<file path="config.mk">
export PLATFORM = sky130hd
export DESIGN_NAME = router_modport_flat
export DESIGN_NICKNAME = d
export VERILOG_FILES = /design/src/rtl/router_modport_if.sv /design/src/rtl/router_modport.sv /design/src/flat_wrapper.sv
export SDC_FILE = /design/constraint.sdc
export NUM_CORES = 1
export LEC_CHECK = 0
export BUFFER_PORTS_ARGS = -buffer_cell sky130_fd_sc_hd__buf_2
export CORE_UTILIZATION = 50
export CTS_CLUSTER_SIZE = 24
export DETAILED_ROUTE_END_ITERATION = 10
export HOLD_SLACK_MARGIN = 0.05
export PLACE_DENSITY = 0.66
export SLEW_MARGIN = 25
export SYNTH_ARGS = -nofsm -noshare
export SYNTH_HDL_FRONTEND = slang
export SYNTH_SLANG_ARGS = --single-unit
</file>
<file path="constraint.sdc">
create_clock -name clk -period 3.25 [get_ports clk]
set_clock_uncertainty 0.2 [all_clocks]
set_input_delay 0.325 -clock clk [delete_from_list [all_inputs] [get_ports clk]]
set_output_delay 0.325 -clock clk [all_outputs]
set_load 0.05 [all_outputs]
</file>
<file path="src/rtl/router_modport_if.sv">
`default_nettype none
// ============================================================================
// Module   : router_modport_if
// Purpose  : Bundles the source-side (pkt_valid, data_in, busy, error) and
//            destination-side (read_enb, vld_out, data_out) signals of the
//            packet router into one interface.
// Modports : slave  - router view (consumes packets, drives status/data out)
//            master - agent view (drives packets and read requests)
// Revision : 1.0 - initial release
// ============================================================================
interface router_modport_if;
    logic       pkt_valid;
    logic [7:0] data_in;
    logic       read_enb;
    logic [7:0] data_out;
    logic       vld_out;
    logic       busy;
    logic       error;

    modport slave (
        input  pkt_valid, data_in, read_enb,
        output data_out, vld_out, busy, error
    );

    modport master (
        output pkt_valid, data_in, read_enb,
        input  data_out, vld_out, busy, error
    );
endinterface
`default_nettype wire

</file>
<file path="src/rtl/router_modport.sv">
`default_nettype none
// ============================================================================
// Module   : router_modport
// Purpose  : Single-port packet router. Accepts byte-serial packets
//            (header, payload, parity), checks length and XOR parity, buffers
//            header and payload in a DEPTH x 8 FIFO and delivers them under a
//            read_enb handshake.
// Ports    : clk      - system clock (rising edge)
//            reset_n  - asynchronous active-low reset
//            bus      - router_modport_if.slave (pkt_valid, data_in, read_enb,
//                       data_out, vld_out, busy, error)
// Options  : ROUTER_SOFT_RESET_EN - flush the FIFO after TIMEOUT cycles of
//            vld_out high with no read_enb.
// Revision : 1.0 - initial release
// ============================================================================
module router_modport #(
    parameter int DEPTH   = 16
`ifdef ROUTER_SOFT_RESET_EN
   ,parameter int TIMEOUT = 30
`endif
) (
    input  wire logic        clk,
    input  wire logic        reset_n,
    router_modport_if.slave  bus
);

    localparam int              c_AW   = $clog2(DEPTH);
    localparam logic [c_AW:0]   c_FULL = DEPTH[c_AW:0];

    localparam logic [1:0] S_DECODE = 2'd0;
    localparam logic [1:0] S_LOAD   = 2'd1;
    localparam logic [1:0] S_CHECK  = 2'd2;

    logic [1:0]      r_state;
    logic [1:0]      w_next_state;

    logic [7:0]      r_mem [DEPTH];
    logic [c_AW-1:0] r_wr_ptr;
    logic [c_AW-1:0] r_rd_ptr;
    logic [c_AW:0]   r_count;
    logic [7:0]      r_data_out;

    logic [7:0]      r_acc;
    logic [7:0]      r_parity;
    logic [5:0]      r_len;
    logic [6:0]      r_cnt;
    logic            r_error;

    logic            w_full;
    logic            w_busy;
    logic            w_vld;
    logic            w_wr_en;
    logic            w_rd_en;
    logic            w_hdr_en;
    logic            w_par_en;
    logic            w_flush;
    logic [c_AW-1:0] w_wr_addr;

    assign w_full  = (r_count == c_FULL);
    assign w_busy  = w_full | (r_state == S_CHECK);
    assign w_vld   = (r_count != '0);
    assign w_rd_en = bus.read_enb & w_vld;

    // ------------------------------------------------------------------
    // Packet FSM: next state and per-cycle strobes
    // ------------------------------------------------------------------
    always_comb begin
        w_next_state = r_state;
        w_wr_en      = 1'b0;
        w_hdr_en     = 1'b0;
        w_par_en     = 1'b0;
        case (r_state)
            S_DECODE: begin
                if (bus.pkt_valid && !w_busy) begin
                    w_wr_en      = 1'b1;
                    w_hdr_en     = 1'b1;
                    w_next_state = S_LOAD;
                end
            end
            S_LOAD: begin
                if (!w_busy) begin
                    if (bus.pkt_valid) begin
                        w_wr_en = 1'b1;
                    end else begin
                        // pkt_valid low marks the parity byte; it is not buffered
                        w_par_en     = 1'b1;
                        w_next_state = S_CHECK;
                    end
                end
            end
            S_CHECK: w_next_state = S_DECODE;
            default: w_next_state = S_DECODE;
        endcase
    end

    always_ff @(posedge clk or negedge reset_n) begin
        if (!reset_n) begin
            r_state <= S_DECODE;
        end else begin
            r_state <= w_next_state;
        end
    end

    // ------------------------------------------------------------------
    // Length / parity accumulation and error flag
    // ------------------------------------------------------------------
    always_ff @(posedge clk or negedge reset_n) begin
        if (!reset_n) begin
            r_acc    <= '0;
            r_parity <= '0;
            r_len    <= '0;
            r_cnt    <= '0;
            r_error  <= 1'b0;
        end else begin
            if (w_hdr_en) begin
                r_acc   <= bus.data_in;
                r_len   <= bus.data_in[7:2];
                r_cnt   <= '0;
                r_error <= 1'b0;
            end else if (w_wr_en) begin
                r_acc <= r_acc ^ bus.data_in;
                // Saturate so an overlong packet can never wrap back to a match
                if (r_cnt != 7'h7F) begin
                    r_cnt <= r_cnt + 7'd1;
                end
            end
            if (w_par_en) begin
                r_parity <= bus.data_in;
            end
            if (r_state == S_CHECK) begin
                r_error <= (r_acc != r_parity) | (r_cnt != {1'b0, r_len});
            end
        end
    end

    // ------------------------------------------------------------------
    // Optional idle-timeout flush
    // ------------------------------------------------------------------
`ifdef ROUTER_SOFT_RESET_EN
    localparam int c_TW = $clog2(TIMEOUT + 1);
    logic [c_TW-1:0] r_idle;

    assign w_flush = (r_idle == c_TW'(TIMEOUT));

    always_ff @(posedge clk or negedge reset_n) begin
        if (!reset_n) begin
            r_idle <= '0;
        end else if (w_vld && !bus.read_enb && !w_flush) begin
            r_idle <= r_idle + 1'b1;
        end else begin
            r_idle <= '0;
        end
    end
`else
    assign w_flush = 1'b0;
`endif

    // ------------------------------------------------------------------
    // FIFO storage, pointers and occupancy
    // ------------------------------------------------------------------
    // A write landing on a flush edge goes to slot 0 of the emptied FIFO.
    assign w_wr_addr = w_flush ? '0 : r_wr_ptr;

    always_ff @(posedge clk) begin
        if (w_wr_en) begin
            r_mem[w_wr_addr] <= bus.data_in;
        end
    end

    always_ff @(posedge clk or negedge reset_n) begin
        if (!reset_n) begin
            r_wr_ptr <= '0;
            r_rd_ptr <= '0;
            r_count  <= '0;
        end else if (w_flush) begin
            r_rd_ptr <= '0;
            r_wr_ptr <= w_wr_en ? c_AW'(1) : '0;
            r_count  <= w_wr_en ? (c_AW+1)'(1) : '0;
        end else begin
            if (w_wr_en) begin
                r_wr_ptr <= r_wr_ptr + 1'b1;
            end
            if (w_rd_en) begin
                r_rd_ptr <= r_rd_ptr + 1'b1;
            end
            case ({w_wr_en, w_rd_en})
                2'b10:   r_count <= r_count + 1'b1;
                2'b01:   r_count <= r_count - 1'b1;
                default: r_count <= r_count;
            endcase
        end
    end

    always_ff @(posedge clk or negedge reset_n) begin
        if (!reset_n) begin
            r_data_out <= '0;
        end else if (w_rd_en) begin
            r_data_out <= r_mem[r_rd_ptr];
        end
    end

    assign bus.data_out = r_data_out;
    assign bus.vld_out  = w_vld;
    assign bus.busy     = w_busy;
    assign bus.error    = r_error;

endmodule
`default_nettype wire

</file>
<file path="src/flat_wrapper.sv">
// flat-port wrapper written by rule: the top's interface ports become plain ports
module router_modport_flat 
#(
    parameter int DEPTH   = 16

)
  (clk, reset_n, bus_pkt_valid, bus_data_in, bus_read_enb, bus_data_out, bus_vld_out, bus_busy, bus_error);
  router_modport_if bus_i ();
  input  wire logic clk;
  input  wire logic reset_n;
  input wire logic [$bits(bus_i.pkt_valid)-1:0] bus_pkt_valid;
  input wire logic [$bits(bus_i.data_in)-1:0] bus_data_in;
  input wire logic [$bits(bus_i.read_enb)-1:0] bus_read_enb;
  output wire logic [$bits(bus_i.data_out)-1:0] bus_data_out;
  output wire logic [$bits(bus_i.vld_out)-1:0] bus_vld_out;
  output wire logic [$bits(bus_i.busy)-1:0] bus_busy;
  output wire logic [$bits(bus_i.error)-1:0] bus_error;
  assign bus_i.pkt_valid = bus_pkt_valid;
  assign bus_i.data_in = bus_data_in;
  assign bus_i.read_enb = bus_read_enb;
  assign bus_data_out = bus_i.data_out;
  assign bus_vld_out = bus_i.vld_out;
  assign bus_busy = bus_i.busy;
  assign bus_error = bus_i.error;
  router_modport #(.DEPTH(DEPTH)) u_core (.clk(clk), .reset_n(reset_n), .bus(bus_i));
endmodule
</file>
==> results.cfg <==
[placement]
place_ws_ns = 0.346
place.gp.congestion = 0.835
port_buffers = 22
dp_hpwl_mm = 9.19

[timing]
fmax_mhz = 343
setup_viol = 0
fin_ws_ns = 0.336
rsz0062_at_grt = no
fin_crit_sh_pct = 89.7
finalMaxSlewViolations = 0
finalSetupTns_ns = 0
relSlewSlack_pct = 45.4
holdWs_ns = 0.120
worst_pin_slew_ns = 0.815
hold_violations = 0
min_period_ns = 2.91

[die]
dieArea_sq_um = 15600
chipHeight_microns = 125
ios = 23
rows = 44
core-area_sq_um = 14600
die_width_microns = 125
start_util_pct = 51.7

[grt]
grt_max_degree = 29
grt_use_total_pct = 20.6
grt_pass1_vias = 4109
grt_first_pass_wirelength_mm = 23.6
antenna_found_initial = 0
grt_overflow_total = 0

[pwr]
swShare_pct = 32.5
pwr-share-comb_pct = 30.3
internal-power_w = 0.00508
p_sw_w = 0.00245
peakVddDrop_uv = 446
p_per_area_nw_per_um2 = 893
clockPowerShare_pct = 25.2
leakage_nw = 3.05
seqPwrFrac_pct = 44.5

[worst_setup_path]
slowest_delay_ns = 0.55
r2r_setup_slack_ns = 0.34
reg2reg_from = u_core.r_count[1]
cp-start-kind = flop
cp-end-kind = flop
criticalPathCategory = flop to flop
cpMostUsedCell = xor2_1
critical_path_required_ns = 3.34
reg2reg_to = u_core.r_count[2]
cp.arrival_ns = 3.00
slowest_stage = nor4_4
critPathLaunch = u_core.r_count[1]
r2r_cells = 10
cp_max_fo = 8
cp_cell_sequence = nor4_4 -> a211oi_2 -> inv_2 -> ha_1 -> xor2_1 -> ha_1 -> a21oi_1 -> xor2_1 -> nor2_1 -> xor2_1
endpoint = u_core.r_count[2]

[detailed_routing]
route.vias.total = 4040
drc = 0
drt_wl_total_mm = 14.7
post_drt_via_cell_ratio = 5.86
first_pass_iters = 7
drtIter0Drc = 273
detail_route.wl_per_cell_microns = 21.3
postRouteAntennaNets = 0

[clock_tree]
clk_path_buf_depth = 2
cts_resized = 0
clock-sinks = 181
clk_latency_ns = 0.42
cts_root_buf = clkbuf_16
cts-buffers-inserted = 17
h-tree-depth = 4
cts_tree = done
cts.clk_slew.worst_paths_ns = 0.06

[yosys]
ys_ff_latch = 181
synth_compound_area_share_pct = 4.56
async_flop_share_pct = 29.3
synthSimpleGateAreaFrac_pct = 6.53
synth_top_family_by_area = multiplexers
syn_area_sq_um = 7570
yosys-mux-area-fraction_pct = 12.7
synth_ff_type = edfxtp_1
yosysWarnings = 0
yosysSeqAreaShare_pct = 68.3
avgSynthCellArea_sq_um = 16.4
synth_edf_count = 128
synth_nets = 482
synthXorXnorAreaFrac_pct = 4.05
synth_cells = 461
synth.lib_cells_used.distinct = 52
synthAdderAreaFrac_pct = 1.49

[layout]
mostFrequentLayoutCells = 128 x edfxtp_1, 52 x dfrtp_1, 50 x nand2_1, 32 x mux4_2, 22 x buf_2
diodes = 0
nFillCells = 1133
drive_gt1_share_pct = 23.8
utilization_pct = 57.6
syn_to_final_growth_pct = 11.3
final_nets = 513
final_common_cell = edfxtp_1

[worst_hold_path]
min_path_type = input pin to flop

[run_status]
status = finished, final reports clean

[run]
maxCapViolCount = 0
critical path, delay by kind of cell (launching register included):
family	cells	cell delay [ns]
and+or+nand+nor	2	0.63
xor gates and xnor gates	3	0.44
adders and majority gates	2	0.57
DFF	1	0.48
buffers and inverters	1	0.13
AOI/OAI and AO/OA	2	0.32
stage by stage:
stage               std cells  instance area, sq um  total power (W)
floorplan                 461                  7570          0.00508
global placement          655                  7870          0.00561
detailed placement        655                  7870          0.00567
CTS                       689                  8430          0.00758
global route              689                  8430          0.00791
finish                    689                  8430          0.00753
cells in the mapped netlist (2+ instances only):
master / number / share of area [%]
mux2_2: 10 / 1.5
and3b_1: 2 / 0.23
xnor2_1: 15 / 1.7
buf_4: 4 / 0.40
buf_1: 3 / 0.15
xor2_1: 20 / 2.3
nor3_1: 5 / 0.33
ha_1: 9 / 1.5
nand2_1: 50 / 2.5
o21ai_0: 5 / 0.33
buf_6: 3 / 0.45
o311ai_0: 2 / 0.23
nand4_1: 6 / 0.50
mux4_2: 32 / 9.5
inv_1: 7 / 0.35
a21oi_1: 14 / 0.93
edfxtp_1: 128 / 51
nor2_1: 14 / 0.69
mux2_4: 8 / 1.6
nand2b_1: 5 / 0.41
clkbuf_1: 8 / 0.40
nand3_1: 5 / 0.33
a41oi_1: 2 / 0.23
o31ai_1: 3 / 0.30
o22ai_1: 16 / 1.3
or2b_1: 2 / 0.20
or4_1: 2 / 0.20
dfrtp_1: 53 / 18
buf_2: 5 / 0.33
registers in the layout, indices dropped and copies added, names as in the netlist:
name and flops:
u_core.bus.data_out 8, u_core.bus.error 1, u_core.r_acc 8, u_core.r_cnt 7, u_core.r_count 5, u_core.r_len 6, u_core.r_mem 128, u_core.r_parity 8
u_core.r_rd_ptr 4, u_core.r_state 2, u_core.r_wr_ptr 4
cells by family after synthesis:
| group | Yosys count |
|---|---|
| AO/OA/AOI/OAI | 51 |
| XOR/XNOR | 35 |
| adder cells (fa/ha/maj) | 9 |
| buffers and inverters | 33 |
| flip-flops | 181 |
| multiplexers | 51 |
| AND/OR/NAND/NOR | 101 |
layer usage:
metal  share of wire, %  vias to the layer above  track usage [%]
met5                  0                        -                0
met4                2.3                        0             8.68
met3                5.1                       24             4.88
met2                 47                      107             31.0
met1                 46                     2086             29.1
li1                   -                     1823                -
repair_timing:
item,in CTS,in global routing
endpoints found under the setup margin,0,0
hold buffers,2,0
setup buffers,0,0
endpoints found under the hold margin,28,0
area by class of cell:
| type | count | area [sq um] | share of cell area, % |
|---|---|---|---|
| sequential | 181 | 5170 | 61.3 |
| clock buffer | 27 | 493 | 5.85 |
| clock inverter | 5 | 51.3 | 0.609 |
| tap | 184 | 230 | 2.73 |
| timing repair buffer | 37 | 228 | 2.70 |
| inverter | 8 | 30.0 | 0.356 |
| multi-input combinational | 247 | 2230 | 26.4 |
how the worst min path moves through the flow:
stage                               from  cells past startpoint  slack [ns]                     end
final                     bus_data_in[6]                      3        0.12         u_core.r_len[4]
after global routing      bus_data_in[6]                      3        0.11         u_core.r_len[4]
after CTS                 bus_data_in[6]                      3         0.1         u_core.r_len[4]
after detailed placement         reset_n                      1        0.19       u_core.r_count[1]
after global placement           reset_n                      1        0.18       u_core.r_count[3]
after floorplan                  reset_n                      0       -0.17  u_core.bus.data_out[0]
power groups by stage:
stage               clock network, W  registers [W]  logic [W]
global placement                   0        0.00336    0.00225
global route                 0.00203        0.00341    0.00247
CTS                          0.00193        0.00335    0.00230
finish                       0.00190        0.00335    0.00228
detailed placement                 0        0.00338    0.00228
floorplan                          0        0.00335    0.00173
(Power assumes the default switching activity.)
